--- config.mk ---
export PLATFORM = sky130hd
export DESIGN_NAME = stall_ctrl_flat
export DESIGN_NICKNAME = d
export VERILOG_FILES = /design/src/rtl/stall_ctrl_if.sv /design/src/rtl/stall_ctrl.sv /design/src/flat_wrapper.sv
export SDC_FILE = /design/constraint.sdc
export NUM_CORES = 1
export LEC_CHECK = 0
export ABC_AREA = 1
export CORE_MARGIN = 5
export CORE_UTILIZATION = 25
export DETAILED_ROUTE_END_ITERATION = 10
export MAX_ROUTING_LAYER = met4
export SKIP_CTS_REPAIR_TIMING = 1
export SLEW_MARGIN = 30
export SYNTH_ARGS = -nofsm -noshare
export SYNTH_HDL_FRONTEND = slang
export SYNTH_SLANG_ARGS = --single-unit
--- constraint.sdc ---
create_clock -name clk -period 5 [get_ports clk]
set_clock_uncertainty 0.15 [all_clocks]
set_input_delay 1 -clock clk [delete_from_list [all_inputs] [get_ports clk]]
set_output_delay 1 -clock clk [all_outputs]
set_load 0.01 [all_outputs]
--- src/rtl/stall_ctrl_if.sv ---
// rtl/stall_ctrl_if.sv - stall request / hazard / stall vector bundle between pipeline and stall_ctrl
interface stall_ctrl_if;
  logic       if_stall_req;
  logic       mem_stall_req;
  logic       ex_isload;
  logic [4:0] ex_loadrd;
  logic       id_reg1_read;
  logic       id_reg2_read;
  logic [4:0] id_reg1_addr;
  logic [4:0] id_reg2_addr;
  logic       prediction_res;
  logic [5:0] stall;
  logic       load_use;
  logic       mem_timeout;

  modport master (
    output if_stall_req, mem_stall_req, ex_isload, ex_loadrd,
           id_reg1_read, id_reg2_read, id_reg1_addr, id_reg2_addr, prediction_res,
    input  stall, load_use, mem_timeout
  );

  modport slave (
    input  if_stall_req, mem_stall_req, ex_isload, ex_loadrd,
           id_reg1_read, id_reg2_read, id_reg1_addr, id_reg2_addr, prediction_res,
    output stall, load_use, mem_timeout
  );
endinterface

--- src/rtl/stall_ctrl.sv ---
// rtl/stall_ctrl.sv - pipeline stall arbiter with MEM-wait watchdog
// Optional STALL_PERF_EN adds saturating perf counters for load-use, MEM and IF stall rows.
module stall_ctrl #(
  parameter int TIMEOUT = 1024
) (
  input  logic         clk,
  input  logic         rst,
  input  logic         rdy,
  stall_ctrl_if.slave  bus
`ifdef STALL_PERF_EN
  ,
  output logic [31:0]  perf_lu,
  output logic [31:0]  perf_mem,
  output logic [31:0]  perf_if
`endif
);

  localparam logic [15:0] TO = TIMEOUT[15:0];

  typedef enum logic {RUN = 1'b0, MEMWAIT = 1'b1} state_t;

  state_t      state_q, state_d;
  logic [15:0] wd_cnt_q, wd_cnt_d;
  logic        mem_timeout_q, mem_timeout_d;

  logic       hazard;
  logic [5:0] stall_w;
  logic       win_mem, win_lu, win_if;

  assign hazard = bus.ex_isload && (bus.ex_loadrd != 5'd0) &&
                  ((bus.id_reg1_read && (bus.id_reg1_addr == bus.ex_loadrd)) ||
                   (bus.id_reg2_read && (bus.id_reg2_addr == bus.ex_loadrd)));

  // Only the winning row drives stall, load_use and the perf counters.
  always_comb begin
    stall_w = 6'b000000;
    win_mem = 1'b0;
    win_lu  = 1'b0;
    win_if  = 1'b0;
    if (!rst) begin
      stall_w = 6'b000000;
    end else if (bus.mem_stall_req) begin
      stall_w = 6'b011111;
      win_mem = 1'b1;
    end else if (!bus.prediction_res) begin
      stall_w = 6'b000000;
    end else if (hazard) begin
      stall_w = 6'b000111;
      win_lu  = 1'b1;
    end else if (bus.if_stall_req) begin
      stall_w = 6'b000011;
      win_if  = 1'b1;
    end
  end

  assign bus.stall       = stall_w;
  assign bus.load_use    = win_lu;
  assign bus.mem_timeout = mem_timeout_q;

  always_comb begin
    state_d       = state_q;
    wd_cnt_d      = wd_cnt_q;
    mem_timeout_d = mem_timeout_q;
    if (rdy) begin
      case (state_q)
        RUN:     if (bus.mem_stall_req)  state_d = MEMWAIT;
        MEMWAIT: if (!bus.mem_stall_req) state_d = RUN;
        default: state_d = RUN;
      endcase
      // The edge entering MEMWAIT counts, so the TIMEOUT-th stalled edge reaches TO.
      if (bus.mem_stall_req) begin
        if (wd_cnt_q != TO) wd_cnt_d = wd_cnt_q + 16'd1;
      end else begin
        wd_cnt_d = 16'd0;
      end
      if (wd_cnt_d == TO) mem_timeout_d = 1'b1;
    end
  end

  always_ff @(posedge clk) begin
    if (!rst) begin
      state_q       <= RUN;
      wd_cnt_q      <= 16'd0;
      mem_timeout_q <= 1'b0;
    end else begin
      state_q       <= state_d;
      wd_cnt_q      <= wd_cnt_d;
      mem_timeout_q <= mem_timeout_d;
    end
  end

`ifdef STALL_PERF_EN
  logic [31:0] perf_lu_q, perf_lu_d;
  logic [31:0] perf_mem_q, perf_mem_d;
  logic [31:0] perf_if_q, perf_if_d;

  always_comb begin
    perf_lu_d  = perf_lu_q;
    perf_mem_d = perf_mem_q;
    perf_if_d  = perf_if_q;
    if (rdy) begin
      if (win_lu  && (perf_lu_q  != 32'hFFFF_FFFF)) perf_lu_d  = perf_lu_q  + 32'd1;
      if (win_mem && (perf_mem_q != 32'hFFFF_FFFF)) perf_mem_d = perf_mem_q + 32'd1;
      if (win_if  && (perf_if_q  != 32'hFFFF_FFFF)) perf_if_d  = perf_if_q  + 32'd1;
    end
  end

  always_ff @(posedge clk) begin
    if (!rst) begin
      perf_lu_q  <= 32'd0;
      perf_mem_q <= 32'd0;
      perf_if_q  <= 32'd0;
    end else begin
      perf_lu_q  <= perf_lu_d;
      perf_mem_q <= perf_mem_d;
      perf_if_q  <= perf_if_d;
    end
  end

  assign perf_lu  = perf_lu_q;
  assign perf_mem = perf_mem_q;
  assign perf_if  = perf_if_q;
`endif

endmodule
--- src/flat_wrapper.sv ---
// flat-port wrapper written by rule: the top's interface ports become plain ports
module stall_ctrl_flat 
#(
  parameter int TIMEOUT = 1024
)
  (clk, rst, rdy, bus_if_stall_req, bus_mem_stall_req, bus_ex_isload, bus_ex_loadrd, bus_id_reg1_read, bus_id_reg2_read, bus_id_reg1_addr, bus_id_reg2_addr, bus_prediction_res, bus_stall, bus_load_use, bus_mem_timeout);
  stall_ctrl_if bus_i ();
  input  logic clk;
  input  logic rst;
  input  logic rdy;
  input wire logic [$bits(bus_i.if_stall_req)-1:0] bus_if_stall_req;
  input wire logic [$bits(bus_i.mem_stall_req)-1:0] bus_mem_stall_req;
  input wire logic [$bits(bus_i.ex_isload)-1:0] bus_ex_isload;
  input wire logic [$bits(bus_i.ex_loadrd)-1:0] bus_ex_loadrd;
  input wire logic [$bits(bus_i.id_reg1_read)-1:0] bus_id_reg1_read;
  input wire logic [$bits(bus_i.id_reg2_read)-1:0] bus_id_reg2_read;
  input wire logic [$bits(bus_i.id_reg1_addr)-1:0] bus_id_reg1_addr;
  input wire logic [$bits(bus_i.id_reg2_addr)-1:0] bus_id_reg2_addr;
  input wire logic [$bits(bus_i.prediction_res)-1:0] bus_prediction_res;
  output wire logic [$bits(bus_i.stall)-1:0] bus_stall;
  output wire logic [$bits(bus_i.load_use)-1:0] bus_load_use;
  output wire logic [$bits(bus_i.mem_timeout)-1:0] bus_mem_timeout;
  assign bus_i.if_stall_req = bus_if_stall_req;
  assign bus_i.mem_stall_req = bus_mem_stall_req;
  assign bus_i.ex_isload = bus_ex_isload;
  assign bus_i.ex_loadrd = bus_ex_loadrd;
  assign bus_i.id_reg1_read = bus_id_reg1_read;
  assign bus_i.id_reg2_read = bus_id_reg2_read;
  assign bus_i.id_reg1_addr = bus_id_reg1_addr;
  assign bus_i.id_reg2_addr = bus_id_reg2_addr;
  assign bus_i.prediction_res = bus_prediction_res;
  assign bus_stall = bus_i.stall;
  assign bus_load_use = bus_i.load_use;
  assign bus_mem_timeout = bus_i.mem_timeout;
  stall_ctrl #(.TIMEOUT(TIMEOUT)) u_core (.clk(clk), .rst(rst), .rdy(rdy), .bus(bus_i));
endmodule
Word level (Yosys, flattened, before mapping)
Index checks and enable logic that the tools add are counted.
{ "op_classes": {"n_addsub": 1, "eq_ne": 4, "n_mux": 12, "reduce_logical": 7} }
{ "op_table": {"columns": ["op", "count"], "rows": [
  ["16-bit 2-to-1 mux", 3],
  ["6-bit 2-to-1 mux", 4],
  ["16-bit by 1-bit adder with 16-bit output, second input constant", 1],
  ["16-bit by 11-bit == test with 1-bit output, second input constant", 1],
  ["16-bit by 11-bit inequality test with 1-bit output, second input constant", 1],
  ["5-bit == test", 2],
  ["5-bit nonzero test", 1],
  ["1-bit logical AND", 4],
  ["1-bit 2-to-1 mux", 4],
  ["2-bit 2-to-1 mux", 1],
  ["2-bit AND reduction", 1],
  ["1-bit logical OR", 1]
]} }
{ "word_totals": {"ff_bits": 17, "inputBits": 24, "out_inout_bits": 8, "word_cells": 26} }

Longest topological paths before layout
{ "logic_depth": {"word_depth": 8, "mapped_depth": 13, "mapped_depth_nobuf": 13} }

Worst setup path after synthesis
No wires, ideal clock.
{ "synth_path": {"path_type": "in2out", "start": "input port bus_mem_stall_req", "end": "output port bus_stall[1]", "arrival_ns": 2.028, "t_required_ns": 3.850, "slack_ns": 1.822, "cell_stages": 5, "path_cell_list": "buf_2 -> buf_1 -> a21oi_1 -> o21ai_0 -> buf_4"} }
{ "synth_via": {"elab_chain_len": 2} }
{ "synth_lines": {"columns": ["element", "line_no", "source"], "rows": [
  ["start, declared", "flat_wrapper.sv:12", "input wire logic [$bits(bus_i.mem_stall_req)-1:0] bus_mem_stall_req;"],
  ["6-bit 2-to-1 mux", "stall_ctrl.sv:42", "end else if (bus.mem_stall_req) begin"],
  ["6-bit 2-to-1 mux", "stall_ctrl.sv:40", "if (!rst) begin"],
  ["end, declared", "flat_wrapper.sv:20", "output wire logic [$bits(bus_i.stall)-1:0] bus_stall;"]
]} }
Every way passes these cells.

Worst setup path in the final report
{ "layout_path": {"start": "input port bus_ex_loadrd[2]", "end": "output port bus_stall[0]"} }
{ "layout_via": {"elab_chain_len": 8, "elab_cells_between_ends": 12} }
{ "layout_lines": {"columns": ["element", "line_no", "source"], "rows": [
  ["start, declared", "flat_wrapper.sv:14", "input wire logic [$bits(bus_i.ex_loadrd)-1:0] bus_ex_loadrd;"],
  ["5-bit == test (on tied branches)", "stall_ctrl.sv:31, stall_ctrl.sv:32", null],
  ["1-bit logical AND (on tied branches)", "stall_ctrl.sv:31, stall_ctrl.sv:32", null],
  ["1-bit logical OR", "stall_ctrl.sv:31", "((bus.id_reg1_read && (bus.id_reg1_addr == bus.ex_loadrd)) ||"],
  ["1-bit logical AND *", "stall_ctrl.sv:30", "assign hazard = bus.ex_isload && (bus.ex_loadrd != 5'd0) &&"],
  ["6-bit 2-to-1 mux *", "stall_ctrl.sv:47", "end else if (hazard) begin"],
  ["6-bit 2-to-1 mux *", "stall_ctrl.sv:45", "end else if (!bus.prediction_res) begin"],
  ["6-bit 2-to-1 mux *", "stall_ctrl.sv:42", null],
  ["6-bit 2-to-1 mux *", "stall_ctrl.sv:40", null]
]} }
Every way passes the cells marked *; elsewhere a longest branch is shown, timed or not.

==> run_summary.xml <==
<?xml version="1.0" encoding="UTF-8"?>
<metrics>
  <group name="yosys">
    <metric name="synthesis.yosys.warnings" unit="">0</metric>
    <metric name="postSynthRegisterBits" unit="">17</metric>
    <metric name="count_of_flip_flops_with_a_built_in_enable_after_synthesis" unit="">0</metric>
    <metric name="synth_cell_type_count" unit="">28</metric>
    <metric name="synth_sequential_area_ratio" unit="%">24.1</metric>
    <metric name="ys_async_sr_fraction" unit="%">0</metric>
    <metric name="synth.avg_cell_area" unit="um^2">6.04</metric>
    <metric name="netlist_area" unit="mm^2">0.00141</metric>
    <metric name="synthTopCellsByCount" unit="">sky130_fd_sc_hd__nand2_1, sky130_fd_sc_hd__nor2_1, sky130_fd_sc_hd__nand3_1</metric>
    <metric name="synth_most_common_cell" unit="">sky130_fd_sc_hd__nand2_1</metric>
    <metric name="postSynthNetCount" unit="">260</metric>
    <metric name="syn-instance-count" unit="">234</metric>
    <metric name="synthDominantCellAreaShare" unit="%">24.1</metric>
    <metric name="post-synth-top-area-cell" unit="">sky130_fd_sc_hd__dfxtp_1</metric>
    <metric name="synth_area_leaders" unit="">sky130_fd_sc_hd__dfxtp_1, sky130_fd_sc_hd__nand2_1, sky130_fd_sc_hd__nand3_1, sky130_fd_sc_hd__nor2_1, sky130_fd_sc_hd__a21oi_1</metric>
    <metric name="ys_dominant_reg_cell" unit="">sky130_fd_sc_hd__dfxtp_1</metric>
  </group>
  <group name="outcome">
    <metric name="run_status" unit="">complete, no violations</metric>
  </group>
  <group name="setup_path">
    <metric name="worst_flop_to_flop_path_startpoint" unit="">u_core.wd_cnt_q[0]</metric>
    <metric name="cp.required" unit="ns">3.85</metric>
    <metric name="cp.arrival" unit="ns">2.93</metric>
    <metric name="slowest_delay" unit="ns">0.59</metric>
    <metric name="crit_path_launch_type" unit="">input port</metric>
    <metric name="cpMaxStageDelayCell" unit="">sky130_fd_sc_hd__clkdlybuf4s50_1</metric>
    <metric name="worst_setup_path_start" unit="">bus_ex_loadrd[2]</metric>
    <metric name="crit_path_end_kind" unit="">output pin</metric>
    <metric name="critical_setup_path_class" unit="">input port to output pin</metric>
    <metric name="critical_path.cell_chain" unit="">clkdlybuf4s50_1, xor2_1, nor2_1, nand4_1, a21boi_0, nand4_1, o21ai_0, clkdlybuf4s50_1</metric>
    <metric name="critical_path.max_fanout" unit="">3</metric>
  </group>
  <group name="global_route">
    <metric name="antenna_found_initial" unit="">0</metric>
    <metric name="first_global_vias" unit="">1455</metric>
    <metric name="pin_count_of_the_biggest_net_entering_global_routing" unit="">34</metric>
    <metric name="first_pass_grt_wire_length" unit="um">6700</metric>
    <metric name="gr-total-overflow" unit="">0</metric>
    <metric name="grt_util_all_layers" unit="%">11.4</metric>
  </group>
  <group name="worst_hold_path">
    <metric name="worst_hold_startpoint" unit="">u_core.bus.mem_timeout</metric>
    <metric name="timing.hold.worst.class" unit="">flop to flop</metric>
  </group>
  <group name="routing">
    <metric name="drt_iter0_drc" unit="">119</metric>
    <metric name="detail_route.wl_per_cell" unit="um">11.3</metric>
    <metric name="highest_metal_used" unit="">met4</metric>
    <metric name="met2RoutedLength" unit="um">1660</metric>
    <metric name="dr_total_vias" unit="">1477</metric>
    <metric name="dr_wl_met3" unit="um">187</metric>
    <metric name="viasPerCell" unit="">4.46</metric>
    <metric name="ant_nets" unit="">0</metric>
    <metric name="drt-met1-wl" unit="um">1890</metric>
    <metric name="detail_route.first_pass.iterations" unit="">4</metric>
    <metric name="drt_drc_violations_left" unit="">0</metric>
    <metric name="wl" unit="um">3750</metric>
  </group>
  <group name="layout">
    <metric name="antennaDiodeCount" unit="">0</metric>
    <metric name="num-nets-final" unit="">286</metric>
    <metric name="synthToLayoutAreaGrowth" unit="%">27.6</metric>
    <metric name="fraction_of_layout_instances_using_a_drive_strength_above_1" unit="%">7.72</metric>
    <metric name="finish.cell_count_without_fillers" unit="">331</metric>
  </group>
  <group name="clock_tree">
    <metric name="clk_root_buffer_cell" unit="">sky130_fd_sc_hd__clkbuf_8</metric>
    <metric name="clk_pin_slew_worst_paths" unit="ns">0.07</metric>
    <metric name="cts_tree" unit="">done</metric>
    <metric name="numCtsBuffers" unit="">3</metric>
    <metric name="clk-insertion-delay-late" unit="ns">0.25</metric>
    <metric name="cts.sinks" unit="">17</metric>
    <metric name="ctsHtreeMaxLevel" unit="">1</metric>
    <metric name="clock_path_buffers" unit="">2</metric>
  </group>
  <group name="timing">
    <metric name="fmax" unit="GHz">0.245</metric>
    <metric name="report.final.slew_viol_count" unit="">0</metric>
    <metric name="final-setup-viol-count" unit="">0</metric>
    <metric name="period_minus_slack" unit="ns">4.08</metric>
    <metric name="setup_repair_after_global_routing_missed_its_margin" unit="">no</metric>
    <metric name="post-route-period-util" unit="%">81.6</metric>
    <metric name="finalSetupTns" unit="ns">0</metric>
    <metric name="hold_vio_cnt_final" unit="">0</metric>
  </group>
  <group name="placement">
    <metric name="dpl_hpwl" unit="um">2890</metric>
    <metric name="portBuffers" unit="">30</metric>
    <metric name="placed_cells_incl_taps" unit="">327</metric>
    <metric name="finalWeightedCongestion" unit="">0.862</metric>
  </group>
  <group name="power">
    <metric name="share_clk_of_total_power" unit="%">30.8</metric>
    <metric name="max-vdd-ir-drop" unit="mV">0.0901</metric>
    <metric name="p_per_area" unit="mW/mm^2">191</metric>
    <metric name="power.net_switching" unit="uW">104</metric>
    <metric name="leakage" unit="nW">0.763</metric>
    <metric name="internal_power" unit="uW">240</metric>
    <metric name="comb_power_share" unit="%">24.2</metric>
    <metric name="relative_contribution_of_sequential_cells_to_total_power" unit="%">45.0</metric>
    <metric name="power.share.switching" unit="%">30.1</metric>
  </group>
  <group name="floorplan">
    <metric name="die_span_y" unit="um">85.2</metric>
    <metric name="io_pins" unit="">32</metric>
    <metric name="fp-row-count" unit="">27</metric>
    <metric name="starting_density" unit="%">25.7</metric>
    <metric name="fp.dieArea" unit="mm^2">0.00726</metric>
    <metric name="core_area" unit="mm^2">0.00551</metric>
    <metric name="die-width" unit="um">85.2</metric>
  </group>
  <group name="job">
    <metric name="max_cap_violations" unit="">0</metric>
  </group>
</metrics>
stage by stage:
stage	hold slack, ns	util, %	total power [mW]	instance area (um^2)	setup slack, ns
after CTS	0.309	32.9	0.349	1810	0.891
after detailed placement	0.296	32.0	0.241	1760	0.891
after floorplan	0.321	-	0.205	1410	1.82
after global placement	0.293	32.0	0.241	1760	0.945
after global routing	0.343	32.8	0.371	1800	0.674
final	0.305	32.8	0.344	1800	0.918
per-layer routing:
layer / vias up / track usage [%]
met5: - / -
met4: 0 / 1.73
met1: 644 / 14.5
li1: 807 / -
met2: 24 / 18.4
met3: 2 / 3.01
placed cells by master, fill, tap and decap left out:
cell type / count
sky130_fd_sc_hd__nand2_1: 49
sky130_fd_sc_hd__nor2_1: 30
sky130_fd_sc_hd__clkdlybuf4s50_1: 29
sky130_fd_sc_hd__nand3_1: 26
sky130_fd_sc_hd__inv_1: 24
sky130_fd_sc_hd__a21oi_1: 19
sky130_fd_sc_hd__o21ai_0: 18
sky130_fd_sc_hd__dfxtp_1: 17
sky130_fd_sc_hd__xor2_1: 9
sky130_fd_sc_hd__nand4_1: 7
sky130_fd_sc_hd__nor2_2: 5
sky130_fd_sc_hd__nand2_2: 3
sky130_fd_sc_hd__clkbuf_8: 3
sky130_fd_sc_hd__a21boi_0: 2
sky130_fd_sc_hd__nand3_2: 2
sky130_fd_sc_hd__ha_1: 2
sky130_fd_sc_hd__buf_4: 2
sky130_fd_sc_hd__o2111ai_1: 1
sky130_fd_sc_hd__xnor2_1: 1
sky130_fd_sc_hd__nor3_1: 1
sky130_fd_sc_hd__nor2_8: 1
sky130_fd_sc_hd__nor2_4: 1
sky130_fd_sc_hd__clkinv_2: 1
sky130_fd_sc_hd__a21oi_2: 1
sky130_fd_sc_hd__o21ai_1: 1
sky130_fd_sc_hd__o21bai_1: 1
sky130_fd_sc_hd__conb_1: 1
sky130_fd_sc_hd__clkbuf_1: 1
sky130_fd_sc_hd__buf_2: 1
registers in the layout (all words and copies together) (netlist names):
| signal | count |
|---|---|
| u_core.bus.mem_timeout | 1 |
| u_core.wd_cnt_q | 16 |
power by group through the flow:
stage | clock network, mW | registers, mW | logic, mW
floorplan | 0 | 0.154 | 0.0511
global placement | 0 | 0.157 | 0.0833
detailed placement | 0 | 0.158 | 0.0839
CTS | 0.110 | 0.154 | 0.0845
global route | 0.118 | 0.156 | 0.0962
finish | 0.106 | 0.155 | 0.0833
critical path: cells and delay by family:
kind	cells	cell delay [ns]
AOI/OAI and AO/OA	2	0.31
buffers and inverters	2	1.07
and+or+nand+nor	3	0.35
xor gates and xnor gates	1	0.20
cell families (layout without fill, tap and decap cells):
kind of cell | Yosys count | in the layout | share of synthesized area (%)
AO/OA/AOI/OAI | 43 | 43 | 16.3
flip-flops | 17 | 17 | 24.1
XOR/XNOR | 10 | 10 | 6.20
AND/OR/NAND/NOR | 125 | 125 | 40.8
adder cells (fa/ha/maj) | 2 | 2 | 1.77
other | 1 | 1 | 0.265
buffers and inverters | 36 | 61 | 10.6
worst paths after layout:
kind,cells past startpoint,end,slack [ns]
min,2,u_core.bus.mem_timeout,0.30
max,8,bus_stall[0],0.92
min reg2reg,2,u_core.bus.mem_timeout,0.30
max reg2reg,9,u_core.bus.mem_timeout,3.10
cell type report:
class,instances,area (um^2)
multi-input combinational,181,923
timing repair buffer,32,310
tap,72,90.1
sequential,17,340
clock buffer,4,45.0
inverter,25,95.1
fill,580,3700
(Power assumes the default switching activity.)
